<file path="config.mk">
export PLATFORM = sky130hd
export DESIGN_NAME = uart_packet_parser_flat
export DESIGN_NICKNAME = d
export VERILOG_FILES = /design/src/rtl/uart_packet_parser_if.sv /design/src/rtl/uart_packet_parser.sv /design/src/flat_wrapper.sv
export SDC_FILE = /design/constraint.sdc
export NUM_CORES = 1
export LEC_CHECK = 0
export CORE_AREA = 2 2 139 141
export CTS_CLUSTER_DIAMETER = 150
export DETAILED_ROUTE_END_ITERATION = 8
export DIE_AREA = 0 0 141 143
export PLACE_DENSITY = 0.67
export REMOVE_ABC_BUFFERS = 1
export SYNTH_ARGS = -nofsm -noshare
export SYNTH_HDL_FRONTEND = slang
export SYNTH_SLANG_ARGS = --single-unit
</file>
<file path="constraint.sdc">
create_clock -name clk -period 2.97 [get_ports clk]
set_input_delay 0.4455 -clock clk [delete_from_list [all_inputs] [get_ports clk]]
set_output_delay 0.4455 -clock clk [all_outputs]
set_load 0.01 [all_outputs]
</file>
<file path="src/rtl/uart_packet_parser_if.sv">
// Byte-stream input, packet handshake and payload read port of the UART packet parser.
interface uart_packet_parser_if #(
  parameter int unsigned IDX_W = 4
);
  logic [7:0]       rx_data;
  logic             rx_done;
  logic             pkt_valid;
  logic             pkt_ack;
  logic [7:0]       pkt_addr;
  logic [7:0]       pkt_len;
  logic [IDX_W-1:0] rd_idx;
  logic [7:0]       rd_data;
  logic             err_csum;
  logic             err_len;
  logic             err_tmo;
  logic             err_ovr;
  logic             busy;

  // Byte source and command-layer consumer side.
  modport master (
    output rx_data, rx_done, pkt_ack, rd_idx,
    input  pkt_valid, pkt_addr, pkt_len, rd_data,
    input  err_csum, err_len, err_tmo, err_ovr, busy
  );

  // Parser side.
  modport slave (
    input  rx_data, rx_done, pkt_ack, rd_idx,
    output pkt_valid, pkt_addr, pkt_len, rd_data,
    output err_csum, err_len, err_tmo, err_ovr, busy
  );
endinterface

</file>
<file path="src/rtl/uart_packet_parser.sv">
// Assembles SYNC/ADDR/LEN/payload/CSUM frames from a UART byte stream,
// verifies them and holds the payload until the consumer acks.
module uart_packet_parser #(
  parameter logic [7:0]  SYNC_BYTE   = 8'hA5,
  parameter int unsigned MAX_LEN     = 16,
  parameter int unsigned IDX_W       = 4,
  parameter int unsigned TIMEOUT_CYC = 200000
) (
  input logic                clk,
  input logic                rst,
  uart_packet_parser_if.slave bus
);

  localparam int unsigned     CNT_W     = (TIMEOUT_CYC > 1) ? $clog2(TIMEOUT_CYC) : 1;
  localparam logic [CNT_W-1:0] TMO_LAST = CNT_W'(TIMEOUT_CYC - 1);
  localparam logic [7:0]       MAX_LEN_B = 8'(MAX_LEN);

  typedef enum logic [2:0] {
    S_HUNT, S_GET_ADDR, S_GET_LEN, S_PAYLOAD, S_GET_CSUM, S_HOLD
  } state_t;

  state_t           state_q, state_d;
  logic [7:0]       addr_q, addr_d;
  logic [7:0]       len_q, len_d;
  logic [7:0]       sum_q, sum_d;
  logic [7:0]       idx_q, idx_d;
  logic [CNT_W-1:0] cnt_q, cnt_d;
  logic             pkt_valid_q, pkt_valid_d;
  logic [7:0]       pkt_addr_q, pkt_addr_d;
  logic [7:0]       pkt_len_q, pkt_len_d;
  logic             err_csum_q, err_csum_d;
  logic             err_len_q, err_len_d;
  logic             err_tmo_q, err_tmo_d;
  logic             err_ovr_q, err_ovr_d;
  logic             buf_we;
  logic [7:0]       buf_q [MAX_LEN];
  logic             timed;

  // State and control registers.
  always_ff @(posedge clk or posedge rst) begin
    if (rst) begin
      state_q     <= S_HUNT;
      addr_q      <= '0;
      len_q       <= '0;
      sum_q       <= '0;
      idx_q       <= '0;
      cnt_q       <= '0;
      pkt_valid_q <= 1'b0;
      pkt_addr_q  <= '0;
      pkt_len_q   <= '0;
      err_csum_q  <= 1'b0;
      err_len_q   <= 1'b0;
      err_tmo_q   <= 1'b0;
      err_ovr_q   <= 1'b0;
    end else begin
      state_q     <= state_d;
      addr_q      <= addr_d;
      len_q       <= len_d;
      sum_q       <= sum_d;
      idx_q       <= idx_d;
      cnt_q       <= cnt_d;
      pkt_valid_q <= pkt_valid_d;
      pkt_addr_q  <= pkt_addr_d;
      pkt_len_q   <= pkt_len_d;
      err_csum_q  <= err_csum_d;
      err_len_q   <= err_len_d;
      err_tmo_q   <= err_tmo_d;
      err_ovr_q   <= err_ovr_d;
    end
  end

  // Payload buffer; deliberately not reset.
  always_ff @(posedge clk) begin
    if (buf_we) buf_q[idx_q[IDX_W-1:0]] <= bus.rx_data;
  end

  // Next-state, checksum, timeout and error-pulse logic.
  always_comb begin
    state_d     = state_q;
    addr_d      = addr_q;
    len_d       = len_q;
    sum_d       = sum_q;
    idx_d       = idx_q;
    cnt_d       = '0;
    pkt_valid_d = pkt_valid_q;
    pkt_addr_d  = pkt_addr_q;
    pkt_len_d   = pkt_len_q;
    err_csum_d  = 1'b0;
    err_len_d   = 1'b0;
    err_tmo_d   = 1'b0;
    err_ovr_d   = 1'b0;
    buf_we      = 1'b0;

    // Counter defaults to 0, which covers clear-on-entry, clear-on-byte and
    // hold-at-zero in HUNT/HOLD; a byte in the expiry cycle takes priority.
    timed = (state_q == S_GET_ADDR) || (state_q == S_GET_LEN) ||
            (state_q == S_PAYLOAD)  || (state_q == S_GET_CSUM);
    if (timed && !bus.rx_done) begin
      if (cnt_q == TMO_LAST) begin
        err_tmo_d = 1'b1;
        state_d   = S_HUNT;
      end else begin
        cnt_d = cnt_q + CNT_W'(1);
      end
    end

    case (state_q)
      S_HUNT: begin
        if (bus.rx_done && bus.rx_data == SYNC_BYTE) state_d = S_GET_ADDR;
      end
      S_GET_ADDR: begin
        if (bus.rx_done) begin
          addr_d  = bus.rx_data;
          sum_d   = bus.rx_data;
          state_d = S_GET_LEN;
        end
      end
      S_GET_LEN: begin
        if (bus.rx_done) begin
          sum_d = sum_q + bus.rx_data;
          len_d = bus.rx_data;
          if (bus.rx_data > MAX_LEN_B) begin
            err_len_d = 1'b1;
            state_d   = S_HUNT;
          end else if (bus.rx_data == 8'h00) begin
            state_d = S_GET_CSUM;
          end else begin
            idx_d   = '0;
            state_d = S_PAYLOAD;
          end
        end
      end
      S_PAYLOAD: begin
        if (bus.rx_done) begin
          buf_we = 1'b1;
          sum_d  = sum_q + bus.rx_data;
          idx_d  = idx_q + 8'd1;
          if (idx_q == len_q - 8'd1) state_d = S_GET_CSUM;
        end
      end
      S_GET_CSUM: begin
        if (bus.rx_done) begin
          if (bus.rx_data == sum_q) begin
            pkt_valid_d = 1'b1;
            pkt_addr_d  = addr_q;
            pkt_len_d   = len_q;
            state_d     = S_HOLD;
          end else begin
            err_csum_d = 1'b1;
            state_d    = S_HUNT;
          end
        end
      end
      S_HOLD: begin
        if (bus.rx_done) err_ovr_d = 1'b1;
        if (bus.pkt_ack) begin
          pkt_valid_d = 1'b0;
          state_d     = S_HUNT;
        end
      end
      default: state_d = S_HUNT;
    endcase
  end

  // Payload read port: out-of-range indices read as zero.
  always_comb begin
    bus.rd_data = '0;
    if (8'(bus.rd_idx) < pkt_len_q) bus.rd_data = buf_q[bus.rd_idx];
  end

  assign bus.pkt_valid = pkt_valid_q;
  assign bus.pkt_addr  = pkt_addr_q;
  assign bus.pkt_len   = pkt_len_q;
  assign bus.err_csum  = err_csum_q;
  assign bus.err_len   = err_len_q;
  assign bus.err_tmo   = err_tmo_q;
  assign bus.err_ovr   = err_ovr_q;
  assign bus.busy      = (state_q != S_HUNT);

endmodule

</file>
<file path="src/flat_wrapper.sv">
// flat-port wrapper written by rule: the top's interface ports become plain ports
module uart_packet_parser_flat 
#(
  parameter logic [7:0]  SYNC_BYTE   = 8'hA5,
  parameter int unsigned MAX_LEN     = 16,
  parameter int unsigned IDX_W       = 4,
  parameter int unsigned TIMEOUT_CYC = 200000
)
  (clk, rst, bus_rx_data, bus_rx_done, bus_pkt_ack, bus_rd_idx, bus_pkt_valid, bus_pkt_addr, bus_pkt_len, bus_rd_data, bus_err_csum, bus_err_len, bus_err_tmo, bus_err_ovr, bus_busy);
  uart_packet_parser_if #(.IDX_W(IDX_W)) bus_i ();
  input logic clk;
  input logic rst;
  input wire logic [$bits(bus_i.rx_data)-1:0] bus_rx_data;
  input wire logic [$bits(bus_i.rx_done)-1:0] bus_rx_done;
  input wire logic [$bits(bus_i.pkt_ack)-1:0] bus_pkt_ack;
  input wire logic [$bits(bus_i.rd_idx)-1:0] bus_rd_idx;
  output wire logic [$bits(bus_i.pkt_valid)-1:0] bus_pkt_valid;
  output wire logic [$bits(bus_i.pkt_addr)-1:0] bus_pkt_addr;
  output wire logic [$bits(bus_i.pkt_len)-1:0] bus_pkt_len;
  output wire logic [$bits(bus_i.rd_data)-1:0] bus_rd_data;
  output wire logic [$bits(bus_i.err_csum)-1:0] bus_err_csum;
  output wire logic [$bits(bus_i.err_len)-1:0] bus_err_len;
  output wire logic [$bits(bus_i.err_tmo)-1:0] bus_err_tmo;
  output wire logic [$bits(bus_i.err_ovr)-1:0] bus_err_ovr;
  output wire logic [$bits(bus_i.busy)-1:0] bus_busy;
  assign bus_i.rx_data = bus_rx_data;
  assign bus_i.rx_done = bus_rx_done;
  assign bus_i.pkt_ack = bus_pkt_ack;
  assign bus_i.rd_idx = bus_rd_idx;
  assign bus_pkt_valid = bus_i.pkt_valid;
  assign bus_pkt_addr = bus_i.pkt_addr;
  assign bus_pkt_len = bus_i.pkt_len;
  assign bus_rd_data = bus_i.rd_data;
  assign bus_err_csum = bus_i.err_csum;
  assign bus_err_len = bus_i.err_len;
  assign bus_err_tmo = bus_i.err_tmo;
  assign bus_err_ovr = bus_i.err_ovr;
  assign bus_busy = bus_i.busy;
  uart_packet_parser #(.SYNC_BYTE(SYNC_BYTE), .MAX_LEN(MAX_LEN), .IDX_W(IDX_W), .TIMEOUT_CYC(TIMEOUT_CYC)) u_core (.clk(clk), .rst(rst), .bus(bus_i));
endmodule
</file>
# Word-level counts from Yosys, hierarchy flattened
# Memory sizes are Yosys's and may differ from the RTL's.
# Cells that the tools add are included.
[op_classes]
addsub = 4
reduce_logical = 19
muxes = 41
n_eq_ne = 18
order_cmp = 2
[op_table]
columns = ["operator", "n"]
rows = [
  ["$mux 8", 7],
  ["$mux 18", 2],
  ["$mux 3", 12],
  ["$pmux 8 s2", 2],
  ["$add 18x1->18 const B", 1],
  ["$eq 18x18->1 const B", 1],
  ["$pmux 3 s6", 1],
  ["$eq 8x8->1", 2],
  ["$mux 1", 16],
  ["$ne 2x2->1 const B", 8],
  ["$add 8x1->8 const B", 1],
  ["$add 8x8->8", 1],
  ["$eq 8x8->1 const B", 1],
  ["$gt 8x5->1 const B", 1],
  ["$logic_not 8->1", 1],
  ["$lt 4x8->1", 1],
  ["$sub 8x1->8 const B", 1],
  ["$eq 3x2->1 const B", 2],
  ["$eq 3x3->1 const B", 2],
  ["$reduce_and 3->1", 2],
  ["$reduce_bool 2->1", 3],
  ["$reduce_and 5->1", 1],
  ["$reduce_and 2->1", 2],
  ["$reduce_and 4->1", 1],
  ["9 further kinds", 12],
]
[word_totals]
n_memories = 1
reg_bits = 74
out_inout_bits = 30
elab_cells = 98
in_bits = 16
ramBits = 128
[memory_table]
columns = ["memory", "words", "width", "read_ports", "rd_clocked_by_memory_dff", "wr", "line_no", "rtl"]
rows = [
  ["u_core.buf_q", 16, 8, 1, 0, 1, "uart_packet_parser.sv:36", "logic [7:0] buf_q [MAX_LEN];"],
]

# Longest topological paths before layout
# Gate-level depths: netlist of the first run.
[depth]
depth_word = 9
mapped_depth = 9
depth_no_buf = 9

# Least setup slack after synthesis of the first run
# No wires, ideal clock.
[synth_path]
path_type = "input-to-output"
from = "in bus_rd_idx[0]"
to = "out bus_rd_data[0]"
n_path_buf = 2
arrival_ns = 1.840
t_required_ns = 2.525
slack_ns = 0.684
path_stages = 5
cell_sequence = "buf_6 buf_6 mux4_1 mux4_2 nor2b_1"
[synth_between]
elab_chain_cells = 2
elab_cells_between_ends = 3
[synth_rtl]
columns = ["item", "line_no", "rtl"]
rows = [
  ["from (decl)", "flat_wrapper.sv:16", "input wire logic [$bits(bus_i.rd_idx)-1:0] bus_rd_idx;"],
  ["$lt 4x8->1 / $mem_v2 16x8 (equally long branches)", "n/a", ""],
  ["$mux 8 (*)", "uart_packet_parser.sv:168", "if (8'(bus.rd_idx) < pkt_len_q) bus.rd_data = buf_q[bus.rd_idx];"],
  ["to (decl)", "flat_wrapper.sv:20", "output wire logic [$bits(bus_i.rd_data)-1:0] bus_rd_data;"],
]
# Mark *: on every way between the ends. The rest lies on a longest branch, timed or not.

# Worst setup path in the final report of the first run
[layout_path]
from = "mem u_core.buf_q[9][6]"
to = "out bus_rd_data[6]"
[layout_between]
elab_chain_cells = 2
[layout_rtl]
columns = ["item", "line_no"]
rows = [
  ["from (decl)", "uart_packet_parser.sv:36"],
  ["$mem_v2 16x8", "n/a"],
  ["$mux 8", "uart_packet_parser.sv:168"],
]
# Every way passes these cells.

==> metrics.md, run 1 <==
| Metric | Value |
|---|---|
| First-pass GRT wire length | `31,610 um` |
| Final worst slack | `133.3 ps` |
| Row count | `50` |
| Gate power share | `0.174` |
| Max clock buf depth | `3` |
| Grt met2 use | `0.3440` |
| Crit path arrival time | `2390 ps` |
| Starting Density | `0.4922` |
| Final core occ | `0.5836` |
| GRT met1 Usage | `0.2854` |
| Cells after Synth | `616` |
| Area growth syn-to-layout | `18.57%` |
| Worst Setup Start Kind | `flop` |
| Setup Buffers After CTS | `0` |
| Pleak | `0.004142 uW` |
| IO Count | `46` |
| Global Route met3 Usage | `0.03655` |
| Top_reg_cell synth | `edfxtp_1` |
| Vias in the first global route | `5,574` |
| Grt total ovfl | `0` |
| Post-DP HPWL | `13,510 um` |
| Port bufs | `45` |
| CP peak stage delay | `550 ps` |
| Crit path required time | `2520 ps` |
| DP Area | `0.01011 sq mm` |
| Final hold vios | `0` |
| Drt via density | `5.832` |
| YS warnings | `0` |
| Rel. slew slack | `0.2129` |
| Non-Filler Instances | `949` |
| Slew @ Worst Pin | `1178 ps` |
| Largest net degree at the start of global routing | `41` |
| Unique masters post-synth | `56` |
| First-pass iteration count of the detailed router | `5` |
| Final net count | `735` |
| H-tree depth | `1` |
| Worst R2R End | `u_core.state_q[2]` |
| Crit share post-route | `0.9551` |
| RSZ-0062 raised after global routing | `no` |
| Sequential power share | `0.460` |
| Drc violations | `0` |
| Fraction of layout cells with a size suffix above 1 | `0.1720` |
| Die Width | `141 um` |
| Vias | `5,535` |
| Slew Viols, Final | `0` |
| Critical path peak fanout | `1` |
| CTS clk-pin slew, worst paths | `60 ps` |
| Cell area after layout | `0.01084 sq mm` |
| CP Capture Type | `primary output` |
| Number of synthesized flops with an enable pin | `128` |
| PwrDens | `675.2 mW/mm^2` |
| Sw frac | `0.2604` |
| Clk network pwr share | `0.367` |
| Worst Skew | `19.47 ps` |
| Antenna Cells | `0` |
| Multi-input combinational cell area | `0.003248 sq mm` |
| Period minus WS final | `2837 ps` |
| Core ar. | `0.01858 sq mm` |
| Setup CP Type | `reg2out` |
| Status | `complete, no violations` |
| DIE HEIGHT | `143 um` |
| Clock Latency Late Sink | `510 ps` |
| R2R setup slack | `760 ps` |
| CP max-delay cell | `mux4_1` |
| Gr busiest metal | `met2` |
| CTS tree | `yes` |
| Final Routed Wirelength | `20,030 um` |
| Clock root cell | `clkbuf_16` |
| ANT nets after route | `0` |
| P_int | `5414 uW` |
| Inst Count DP | `911` |
| Fillers | `1,398` |
| WL/cell | `21.10 um` |
| Syn Area/Cell | `14.85 sq um` |
| Hold Path Class | `in2async` |
| DRT iter0 DRCs | `445` |
| Final setup fails | `0` |
| Post-synth ARST share | `0.3663` |
| CTS Sinks | `202` |
| Yosys reg bits | `202` |
| Max frequency | `352.5 MHz` |
| R2r startpoint | `u_core.sum_q[5]` |
| Register area share after synthesis | `0.6228` |
| Crit path cell chain | `mux4_1 -> mux4_2 -> nor2b_1 -> dlygate4sd2_1` |
| Die ar. | `0.02016 sq mm` |
| Initial antenna violation count | `0` |
| Overall Global Routing Usage | `0.2051` |
| CTS Buf Count | `22` |
| Post-Synthesis Cell Area | `0.009145 sq mm` |
| Total power | `7321 uW` |
| VDD IR max | `0.0004740 V` |
| Max Cap Viol | `0` |
| Switching power | `1907 uW` |
| Cells on worst reg2reg path | `7` |
| Storage cell area | `0.005695 sq mm` |
| Routability Congestion | `0.8685` |
| Worst slack at placement | `-263.4 ps` |
-- cells in the final DEF (no fill, tap or decap), types with 9 or more instances in the layout --
cell	synthesis	final
dfrtp_1	74	74
inv_1	17	16
ha_1	16	16
xor2_1	19	19
nor2b_1	11	11
mux4_2	12	12
clkdlybuf4s50_1	0	35
buf_4	0	38
clkbuf_16	0	22
o21ai_0	13	13
mux2_2	28	28
mux4_1	28	28
nor3_1	15	15
dlygate4sd2_1	0	9
nand2b_1	9	9
a21oi_1	11	11
xnor2_1	16	16
nor2_1	59	58
nand3_1	19	19
edfxtp_1	128	128
nand2_1	33	33
-- worst max-delay path by stage --
stage	startpoint	depth (start not counted)	slack (ps)	endpoint
5_1_grt	u_core.bus.pkt_len[1]	8	50	bus_rd_data[5]
3_5_place_dp	bus_rd_idx[1]	9	-260	bus_rd_data[5]
4_1_cts	u_core.buf_q[9][6]	4	110	bus_rd_data[6]
6_report	u_core.buf_q[9][6]	4	130	bus_rd_data[6]
3_3_place_gp	bus_rd_idx[1]	9	-230	bus_rd_data[1]
2_1_floorplan	u_core.state_q[1]	4	420	u_core.buf_q[0][0]
-- power by group through the flow --
stage / Combinational, uW / Sequential [uW] / Clock, uW
6_report: 1270 / 3370 / 2680
5_1_grt: 1420 / 3400 / 2850
4_1_cts: 1280 / 3360 / 2740
3_5_place_dp: 1270 / 3420 / 0
3_3_place_gp: 1220 / 3410 / 0
2_1_floorplan: 887 / 3370 / 0
-- Yosys cell counts, drive strengths merged (2+ instances only) --
cell       n  area share
nor4bb     3      0.0033
mux2      28       0.034
buf       14       0.010
edfxtp   128        0.42
nor2      59       0.024
nand3     20       0.011
o211ai     6      0.0049
mux4      40        0.11
a21oi     11      0.0060
nand4b     2      0.0019
or3        4      0.0027
ha        16       0.022
clkbuf    12      0.0049
and3       8      0.0055
a2bb2oi    2      0.0019
and2       4      0.0027
nand3b     3      0.0025
nand2     33       0.014
nor4       5      0.0051
dfrtp     74        0.20
o21ai     15      0.0082
nor3      16      0.0093
or4        2      0.0016
nor2b     11      0.0075
inv       17      0.0070
a21o       4      0.0033
a31oi      7      0.0048
mux2i      2      0.0022
xnor2     16       0.015
nand4      8      0.0055
xor2      19       0.018
nand2b     9      0.0062
nor4b      2      0.0019
o221ai     2      0.0033
-- cells by family (layout without fill, tap and decap cells) --
group,Yosys count,after routing,share of synthesized area
DFF,202,202,0.6228
and+or+nand+nor,191,191,0.1069
muxes,70,70,0.1467
AOI/OAI and AO/OA,58,58,0.04378
buffers and inverters,43,142,0.02230
xor gates and xnor gates,35,35,0.03352
adders and majority gates,17,17,0.02408
-- metal layers --
layer,vias to the layer above,wire length (um)
met1,2792,8901
met5,-,0
li1,2526,-
met4,0,399
met3,35,1065
met2,182,9660
-- layout make-up --
class,count,share of cell area
flip-flops and latches,202,0.5253
multi-input cells,371,0.2996
repair buffers,88,0.07674
clock buffers,27,0.05343
well taps,234,0.02700
clock inverters,10,0.01212
inverters,17,0.005885
-- stage by stage --
stage	hold slack, ps	setup TNS (ps)
floorplan	453.8	0
global placement	474.4	-1791
detailed placement	490.8	-2004
CTS	414.0	0
global route	465.1	0
finish	399.9	0
-- worst max-delay path, delay by kind of cell, from the launching register on --
kind	cells	cell delay, ps
mux	2	1040
flops	1	410
buf+inv	1	290
simple gates	1	140
-- repair_timing --
| item | in CTS | in global routing |
|---|---|---|
| resized for setup | 10 | 0 |
| endpoints found under the setup margin | 8 | 0 |
| hold buffers | 0 | 0 |
-- flip-flops by register name, indices dropped and copies added, names as in the netlist --
signal,cells
u_core.bus.pkt_len,8
u_core.idx_q,8
u_core.bus.err_csum,1
u_core.buf_q,128
u_core.sum_q,8
u_core.bus.err_len,1
u_core.state_q,3
u_core.addr_q,8
u_core.bus.err_tmo,1
u_core.bus.pkt_valid,1
u_core.bus.pkt_addr,8
u_core.len_q,8
u_core.bus.err_ovr,1
u_core.cnt_q,18
(Power assumes the default switching activity.)
==> run 2: changes to the inputs <==
- CTS_CLUSTER_SIZE: default -> 8
==> run 2 against run 1 <==
Total power up 3.7%. First-iteration DRC count down 1.1%. Critical path depth unchanged. Largest cell class unchanged. Critical path type unchanged. Clock power up 10%. Cell area up 0.92%. Register-to-register slack about the same. Via count up 1.6%. Routed wire length up 2.8%. Final cell count up 1.1%.
==> metrics.md, run 2 (same netlist as run 1, synthesis figures left out) <==
| Metric | Value |
|---|---|
| Status | `complete, no violations` |
| Final Routed Wirelength | `20,580 um (+2.8%)` |
| R2r startpoint | `u_core.sum_q[5]` |
| Worst R2R End | `u_core.state_q[2]` |
| Row count | `50 (unchanged)` |
| Inst Count DP | `911 (unchanged)` |
| Storage cell area | `0.005695 sq mm (unchanged)` |
| Clock root cell | `clkbuf_16` |
| CTS Buf Count | `29 (+32%)` |
| CP Capture Type | `primary output` |
| CTS tree | `yes` |
| Cells on worst reg2reg path | `7 (unchanged)` |
| DIE HEIGHT | `143 um (unchanged)` |
| Multi-input combinational cell area | `0.003244 sq mm (-0.12%)` |
| Grt met2 use | `0.3548 (+0.01078)` |
| Final net count | `742 (+0.95%)` |
| Rel. slew slack | `0.1913 (-0.02155)` |
| Setup CP Type | `reg2out` |
| RSZ-0062 raised after global routing | `no` |
| Routability Congestion | `0.8685 (unchanged)` |
| Max frequency | `349.2 MHz (-0.94%)` |
| Initial antenna violation count | `0 (unchanged)` |
| Max clock buf depth | `3 (unchanged)` |
| Gate power share | `0.167 (-0.007)` |
| Antenna Cells | `0 (unchanged)` |
| Vias in the first global route | `5,782 (+3.7%)` |
| Port bufs | `45 (unchanged)` |
| GRT met1 Usage | `0.2904 (+0.005004)` |
| Critical path peak fanout | `1 (unchanged)` |
| Non-Filler Instances | `959 (+1.1%)` |
| Area growth syn-to-layout | `19.66%` |
| CTS clk-pin slew, worst paths | `50 ps (about the same)` |
| Worst Skew | `16.48 ps (-2.990 ps)` |
| Gr busiest metal | `met2` |
| Cell area after layout | `0.01094 sq mm (+0.92%)` |
| Largest net degree at the start of global routing | `41 (unchanged)` |
| Crit path arrival time | `2420 ps (+30 ps)` |
| Starting Density | `0.4922 (unchanged)` |
| Period minus WS final | `2864 ps (+27.01 ps)` |
| Grt total ovfl | `0 (unchanged)` |
| Slew @ Worst Pin | `1211 ps (+32.26 ps)` |
| Hold Path Class | `in2async` |
| Vias | `5,621 (+1.6%)` |
| DP Area | `0.01011 sq mm (unchanged)` |
| Final setup fails | `0 (unchanged)` |
| Drc violations | `0 (unchanged)` |
| Sw frac | `0.2651 (+0.004665)` |
| Fillers | `1,396 (-0.14%)` |
| WL/cell | `21.46 um (+1.7%)` |
| VDD IR max | `0.0005061 V (+6.8%)` |
| Global Route met3 Usage | `0.04125 (+0.004695)` |
| Core ar. | `0.01858 sq mm (unchanged)` |
| Sequential power share | `0.444 (-0.016)` |
| PwrDens | `693.5 mW/mm^2 (+2.7%)` |
| Max FFs per register | `128 (unchanged)` |
| ANT nets after route | `0 (unchanged)` |
| Final hold vios | `0 (unchanged)` |
| Post-DP HPWL | `13,510 um (unchanged)` |
| Die Width | `141 um (unchanged)` |
| H-tree depth | `1 (unchanged)` |
| First-pass iteration count of the detailed router | `5 (unchanged)` |
| Fraction of layout cells with a size suffix above 1 | `0.1766 (+0.004524)` |
| First-pass GRT wire length | `32,570 um (+3.1%)` |
| CTS Sinks | `202 (unchanged)` |
| P_int | `5577 uW (+3.0%)` |
| Max Cap Viol | `0 (unchanged)` |
| Worst Setup Start Kind | `flop` |
| Switching power | `2012 uW (+5.5%)` |
| Most frequent cells in the layout | `edfxtp_1 (128), dfrtp_1 (74), nor2_1 (58), buf_4 (38), clkdlybuf4s50_1 (35)` |
| Die ar. | `0.02016 sq mm (unchanged)` |
| Crit path required time | `2520 ps (about the same)` |
| DRT iter0 DRCs | `440 (-1.1%)` |
| Crit share post-route | `0.9642 (+0.009095)` |
| Cts hold-fix bufs | `0 (unchanged)` |
| Hold_ws | `366.2 ps (-33.72 ps)` |
| Pleak | `0.004178 uW (+0.86%)` |
| Overall Global Routing Usage | `0.2128 (+0.007704)` |
| Clk network pwr share | `0.389 (+0.022)` |
| Slew Viols, Final | `0 (unchanged)` |
| IO Count | `46 (unchanged)` |
| Sum of negative setup slack | `0 ps (unchanged)` |
| Drt via density | `5.861 (+0.49%)` |
| R2R setup slack | `770 ps (about the same)` |
| Commonest non-fill, non-tap cell in the layout | `edfxtp_1` |
| Clock Latency Late Sink | `540 ps (+30 ps)` |
## run 2: final cells by class
cell class / count / area share
Clock buffer: 45 / 0.07180
Clock inverter: 2 / 0.002630
Inverter: 17 / 0.005831
Multi-Input combinational cell: 371 / 0.2965
Sequential cell: 202 / 0.5205
Tap cell: 234 / 0.02676
Timing Repair Buffer: 88 / 0.07603
## run 2: metrics by stage
| step | utilization | power (uW) | setup WS [ps] |
|---|---|---|---|
| after floorplan | - | 4255 | 424.1 |
| after global placement | 0.5440 | 4631 | -229.3 |
| after detailed placement | 0.5440 | 4686 | -263.4 |
| after CTS | 0.5888 | 7643 | 74.56 |
| after global routing | 0.5890 | 7963 | 55.69 |
| final | 0.5890 | 7589 | 106.3 |
## run 2: timing repair
item / CTS / global route
hold endpoints to repair: 0 / 0
endpoints found under the setup margin: 8 / 1
gates resized for setup: 12 / 1
pin swaps: 0 / 0
gates cloned: 1 / 0
buffers inserted: 0 / 0
## run 2: worst max-delay path, cell delays in order, from the launching register on
cell,delay (ps)
edfxtp_1,400
mux4_2,510
mux4_2,530
nor2b_1,150
dlygate4sd2_1,290
## run 2: how the worst max path moves through the flow
stage,cells after the start,slack [ps],to,start
floorplan,4,420,u_core.buf_q[0][0],u_core.state_q[1]
global placement,9,-230,bus_rd_data[1],bus_rd_idx[1]
detailed placement,9,-260,bus_rd_data[5],bus_rd_idx[1]
CTS,4,70,bus_rd_data[6],u_core.buf_q[12][6]
global route,4,60,bus_rd_data[6],u_core.buf_q[12][6]
finish,4,110,bus_rd_data[5],u_core.buf_q[12][5]
## run 2: per-layer routing
layer,vias to the layer above,part of all wire,routed length (um)
met3,31,0.058,1187
met5,-,0,0
met4,0,0.020,410
met1,2841,0.43,8889
met2,206,0.49,10090
li1,2543,-,-
## run 2: power groups by stage
stage	logic, uW	clock network, uW	registers, uW
final	1270	2950	3370
after global placement	1220	0	3410
after CTS	1280	3000	3370
after floorplan	887	0	3370
after global routing	1430	3140	3400
after detailed placement	1270	0	3420
